--- config.mk ---
export PLATFORM = sky130hd
export DESIGN_NAME = mux4_scan_serializer
export DESIGN_NICKNAME = d
export VERILOG_FILES = /design/src/rtl/mux4_scan_pkg.sv /design/src/rtl/mux4_scan_serializer.sv
export SDC_FILE = /design/constraint.sdc
export NUM_CORES = 1
export LEC_CHECK = 0
export CORE_MARGIN = 10
export CORE_UTILIZATION = 45
export DETAILED_ROUTE_END_ITERATION = 10
export PLACE_DENSITY = 0.75
export SYNTH_ARGS = -nofsm -noshare
export SYNTH_HDL_FRONTEND = slang
export SYNTH_SLANG_ARGS = --single-unit
--- constraint.sdc ---
create_clock -name clk -period 2.5 [get_ports clk]
set_input_delay 0.5 -clock clk [delete_from_list [all_inputs] [get_ports clk]]
set_output_delay 0.5 -clock clk [all_outputs]
set_load 0.02 [all_outputs]
--- src/rtl/mux4_scan_pkg.sv ---
// Shared types and helpers for the 4:1 mux scan serializer.
package mux4_scan_pkg;

  localparam int NUM_CH = 4;
  localparam int SEL_W  = 2;

  typedef enum logic {
    IDLE = 1'b0,
    SCAN = 1'b1
  } state_e;

  // order 0 walks channels 0->3, order 1 walks 3->0
  function automatic logic [SEL_W-1:0] chan_of(input logic [SEL_W-1:0] beat,
                                               input logic             order);
    return order ? (SEL_W'(NUM_CH - 1) - beat) : beat;
  endfunction

endpackage

--- src/rtl/mux4_scan_serializer.sv ---
// Serializes 4-bit words through an external combinational 4:1 mux, one channel
// per beat, and flags any beat where the mux output disagrees with the selected bit.
module mux4_scan_serializer
  import mux4_scan_pkg::*;
#(
  parameter bit SCAN_ORDER = 1'b0,
  parameter int CNT_W      = 16
) (
  input  logic              clk,
  input  logic              rst_n,
  input  logic              in_valid,
  output logic              in_ready,
  input  logic [NUM_CH-1:0] in_data,
  output logic [NUM_CH-1:0] mux_d,
  output logic [SEL_W-1:0]  mux_s,
  input  logic              mux_y,
  output logic              out_valid,
  input  logic              out_ready,
  output logic              out_bit,
  output logic              out_last,
  output logic              err,
  output logic [CNT_W-1:0]  word_cnt
);

  state_e            state_q, state_d;
  logic [SEL_W-1:0]  beat_q, beat_d;
  logic [NUM_CH-1:0] mux_d_q, mux_d_d;
  logic [SEL_W-1:0]  mux_s_q, mux_s_d;
  logic [NUM_CH-1:0] hold_q, hold_d;
  logic              hold_vld_q, hold_vld_d;
  logic              in_ready_q;
  logic              err_q, err_d;
  logic [CNT_W-1:0]  cnt_q, cnt_d;

  logic beat_hs, last_hs, accept, direct;

  always_ff @(posedge clk) begin
    if (!rst_n) begin
      state_q    <= IDLE;
      beat_q     <= '0;
      mux_d_q    <= '0;
      mux_s_q    <= '0;
      hold_q     <= '0;
      hold_vld_q <= 1'b0;
      in_ready_q <= 1'b0;
      err_q      <= 1'b0;
      cnt_q      <= '0;
    end else begin
      state_q    <= state_d;
      beat_q     <= beat_d;
      mux_d_q    <= mux_d_d;
      mux_s_q    <= mux_s_d;
      hold_q     <= hold_d;
      hold_vld_q <= hold_vld_d;
      in_ready_q <= !hold_vld_d;
      err_q      <= err_d;
      cnt_q      <= cnt_d;
    end
  end

  always_comb begin
    state_d    = state_q;
    beat_d     = beat_q;
    mux_d_d    = mux_d_q;
    hold_d     = hold_q;
    hold_vld_d = hold_vld_q;
    cnt_d      = cnt_q;

    beat_hs = (state_q == SCAN) && out_ready;
    last_hs = beat_hs && (beat_q == SEL_W'(NUM_CH - 1));
    accept  = in_valid && in_ready_q;
    // The active slot frees up this edge when idle or finishing its last beat;
    // a word waiting in hold always has priority over the incoming one.
    direct  = accept && !hold_vld_q && ((state_q == IDLE) || last_hs);

    if (beat_hs) beat_d = beat_q + SEL_W'(1);

    if (last_hs) begin
      cnt_d = cnt_q + CNT_W'(1);
      if (hold_vld_q) begin
        mux_d_d    = hold_q;
        hold_vld_d = 1'b0;
      end else if (!direct) begin
        state_d = IDLE;
      end
    end

    if (direct) begin
      mux_d_d = in_data;
      beat_d  = '0;
      state_d = SCAN;
    end else if (accept) begin
      hold_d     = in_data;
      hold_vld_d = 1'b1;
    end

    mux_s_d = chan_of(beat_d, SCAN_ORDER);
    err_d   = err_q ||
              ((state_q == SCAN) && (mux_y != mux_d_q[chan_of(beat_q, SCAN_ORDER)]));
  end

  always_comb begin
    out_valid = (state_q == SCAN);
    out_last  = out_valid && (beat_q == SEL_W'(NUM_CH - 1));
    out_bit   = mux_y;
    in_ready  = in_ready_q;
    mux_d     = mux_d_q;
    mux_s     = mux_s_q;
    err       = err_q;
    word_cnt  = cnt_q;
  end

endmodule

After elaboration in Yosys (flattened, before gate mapping):

Index checks and enable logic that the tools add are counted.
Widths: inputs -> output; s select.

* register bits after elaboration: 30
* input port bits: 9
* output and inout port bits: 27
* word-level logic and storage cells: 45

* $add $sub $neg: 2
* magnitude comparators: 1
* eq/ne operators: 3
* multiplexer cells: 11
* bitwise gates (word level): 3
* reduce and logical (&&, ||, !) cells: 17

Operators by type and width (count)
* $add 16x1->16 const B: 1
* $mux 4: 3
* $logic_and 1x1->1: 7
* $mux 1: 7
* $reduce_and 2->1: 3
* $reduce_bool 2->1: 2
* $lt 2x3->1 const B: 1
* $not 1->1: 3
* $add 2x1->2 const B: 1
* $bmux 1 s2: 1
* $eq 2x2->1 const B: 1
* $logic_not 1->1: 2
* $logic_or 1x1->1: 2
* $ne 2x1->1 const B: 1
* $reduce_or 2->1: 1
* $ne 1x1->1: 1

Longest topological paths before layout:

Gate-level depths: netlist of the first run.

* depth after elaboration: 6
* gate-level depth with buffers: 6
* mapped depth without buffers: 5

Least setup slack after synthesis of the first run:

OpenSTA, ideal clock, no wires.

* path kind: reg-to-reg
* start point: register mux_s[0] (netlist name)
* end point: register cnt_q[13], in the netlist word_cnt[13]
* library setup time: 71 ps
* arrival: 1689 ps
* data required time: 2429 ps
* setup slack: 740 ps
* stages on the path, launching flop included: 7
* buffers on the path: 1
* period minus slack after synthesis: 1760 ps
* path through: dfxtp_1 -> ha_1 -> and4_1 -> buf_6 -> nand4_4 -> or3_1 -> a21oi_1

RTL lines
* to (signal assigned): RTL line mux4_scan_serializer.sv:57 `cnt_q <= cnt_d;`
* to (decl): RTL line mux4_scan_serializer.sv:33 `logic [CNT_W-1:0] cnt_q, cnt_d;`

==> results of run 1 <==
[per-layer routing]
layer  track usage, %  up-vias
met5                0        -
met4             5.25        0
met3             4.60        7
met2             20.2       30
met1             12.4      538
li1                 -      590
[final timing paths]
kind / startpoint / to / slack [ns]
worst max-delay path: mux_s[0] / out_last / 0.16
worst min-delay path: word_cnt[15] / word_cnt[15] / 0.49
worst max register to register: mux_s[0] / word_cnt[12] / 0.71
worst min register to register: word_cnt[15] / word_cnt[15] / 0.49
[logic make-up (layout without fill, tap and decap cells)]
family                     Yosys count  count (layout)  synth area share (%)
and+or+nand+nor                     60              60                  23.6
buffers and inverters               10              47                  3.90
DFF                                 30              30                  44.6
AOI/OAI and AO/OA                   22              22                  9.19
adders and majority gates            2               2                  1.86
xor gates and xnor gates            12              12                  7.80
muxes                               11              11                  9.10
[stage by stage]
step,hold slack [ns],instance area (sq um),power (mW)
after global placement,0.456,1710,0.605
final,0.494,1770,0.891
after global routing,0.518,1770,0.933
after detailed placement,0.481,1710,0.608
after CTS,0.494,1770,0.899
after floorplan,0.463,1350,0.563
[registers in the layout, summed over array words and instances (netlist names)]
name	flops
hold_vld_q	1
hold_q	4
mux_d	4
mux_s	2
word_cnt	16
in_ready	1
out_valid	1
err	1
[placed cells by master, fill, tap and decap left out, types with 2 or more instances in the layout]
cell type	count
dfxtp_1	30
clkbuf_4	5
and2_1	2
a21oi_1	10
xnor2_1	4
nand3_1	5
buf_4	2
inv_1	2
ha_1	2
nand4_1	8
and4_1	2
clkdlybuf4s50_1	35
and3_1	3
or3_1	4
o21ai_0	8
nand2_1	10
nor2_1	20
mux2i_1	10
xor2_1	8
[cell type report]
cell class                 instances  share of cell area, %
tap                               31                   2.20
multi-input combinational        107                   39.3
clock inverter                     1                  0.283
inverter                           2                  0.425
sequential                        30                   34.0
timing repair buffer              37                   20.7
clock buffer                       7                   3.12
[critical path, delay by kind of cell (launching register included)]
family	cells	cell delay (ns)
simple gates	1	0.16
fa+ha+maj	1	0.30
flops	1	0.44
buf+inv	1	0.61
[power by group through the flow]
| stage | clock (mW) | sequential, mW | combinational [mW] |
|---|---|---|---|
| after floorplan | 0 | 0.522 | 0.0413 |
| after global placement | 0 | 0.513 | 0.0918 |
| after detailed placement | 0 | 0.514 | 0.0939 |
| after CTS | 0.302 | 0.503 | 0.0942 |
| after global routing | 0.327 | 0.505 | 0.101 |
| final | 0.295 | 0.503 | 0.0935 |
==> summary.txt, run 1 <==
Outcome
  – Status: completed

Critical path
  – FF-to-FF path depth: 5
  – Crit-path max FO: 7
  – Critical path type: flop to output port
  – Crit path capture type: output port
  – Worst path slowest cell: clkdlybuf4s50_1
  – Critical Path RT: about 2.0 ns
  – CP max stage delay: 0.61 ns
  – Worst-path cell chain: ha_1 > and2_1 > clkdlybuf4s50_1
  – Worst setup SP type: flop
  – Crit path DAT: 1.84 ns

STA
  – Min Clock Period, post-route: 2.34 ns
  – Endpoints failing setup: 0
  – Clock skew: 0.0101 ns
  – Slew margin rel.: 72.6%
  – Final Max Slew Viols: 0
  – Final TNS setup: 0 ns
  – Final hold violation count: 0
  – Slew of the pin with the lowest slew margin: around 0.41 ns
  – PnR worst setup slack: between 0.15 and 0.2 ns
  – RSZ-0062 raised after global routing: false
  – Tcrit/Tclk final: 93.7%
  – FMAX: approximately 0.43 GHz

Floorplanning
  – Die Y: 74.7 um
  – Std cell rows: 19
  – Initial Util: 48.0%
  – Die area: 5580 sq um
  – I/O pin total: 36
  – Core box area: 2810 sq um
  – Die width: 74.7 um

Synth
  – Yosys warns: 0
  – Synth Net Count: 158
  – Synth area leader: dfxtp_1
  – Post-synth top cells: dfxtp_1 (30), nor2_1 (20), a21oi_1 (10), mux2i_1 (10), nand2_1 (10)
  – Post-synth ARST share: 0%
  – Post-synth EDFFs: 0
  – Most frequent cell after synthesis: dfxtp_1
  – Mapped Cells: roughly 150
  – Syn Std Cell Area: 1350 sq um
  – Syn avg cell area: 9.17 sq um
  – Area share of the largest cell type after synthesis: 44.6%
  – Post-synthesis sequential area ratio: 44.6%
  – Distinct cells, synth: 31
  – Largest cells by area after synthesis: dfxtp_1 (45%), mux2i_1 (7.4%), nor2_1 (5.6%), xor2_1 (5.2%), a21oi_1 (3.7%)
  – #FFs+latches synth: 30
  – Ys flop type: dfxtp_1

Pwr
  – Peak supply drop: just over 500 uV
  – Int Pwr: between 600 and 700 uW
  – Net Sw Frac: 24.5%
  – Switching pwr: 218 uW
  – Sequential power share: 56.4%
  – Clock Power Share: 33.1%
  – Static Leak: approximately 0.72 nW
  – Power Density: 504 nW/um^2
  – Comb power frac: about a tenth

Detailed routing
  – Via count: approximately 1200
  – Post-Route WL: 3090 um
  – Top Layer Used: met4
  – Residual DRC: 0
  – TritonRoute pass-1 iters: 4
  – WL met2: about 1500 um
  – Post-DRT Antenna Nets: 0
  – Drt wl/cell: 14.3 um
  – WL met1: 1290 um
  – Routed vias/inst: around 5.4
  – Met3 wire len: 194 um
  – DRT iter0 DRCs: 46

Worst hold path
  – Hold Path Class: flop to flop
  – Hold Crit Depth: 2

Placed design
  – I/O Buffers: 35
  – Placer Congestion: 0.772
  – Pre-CTS setup slack: 0.346 ns
  – Dpl hpwl: 2380 um
  – Dpl cells: 207

Clock tree
  – Clk slew on worst S/H paths: 0.10 ns
  – H-tree depth: 2
  – Hold_buf cts: 0
  – Clock root buffer: clkbuf_4
  – CTS tree: built
  – Clk buf depth: 2
  – Setup repair bufs after CTS: 0
  – Num CTS Buffers: 5
  – Post-cts gate resize count: 0
  – Clock Sinks: 30
  – Clk Latency, worst-skew pair: 0.32 ns

Cells and area
  – Area of the multi-input gates: 694 sq um
  – Filler Cell Count: 249
  – Finished Layout Cells: 215
  – Layout cells sized above 1: 7.61%
  – Final #Nets: 194
  – # diodes: 0
  – Syn-to-layout area delta: 31.1%
  – Register Area: 601 sq um
  – Utilization after layout: 63.0%

Global route
  – Largest net degree at the start of global routing: 17
  – Initial antenna violation count: 0
  – Number of global-route vias before repair: roughly 1200
  – First-pass GRT wire length: 5120 um
  – Gr ovfl total: 0
  – GR Util All Layers: 11.7%

Flow run
  – Max Cap Viol: 0
Power figures use the tool's default switching activity.
==> inputs of run 2 (changes only) <==
- ABC_CLOCK_PERIOD_IN_PS: not set -> 2500
==> results of run 2 <==
The final DEF is identical to that of run 1; final timing and power are the same.
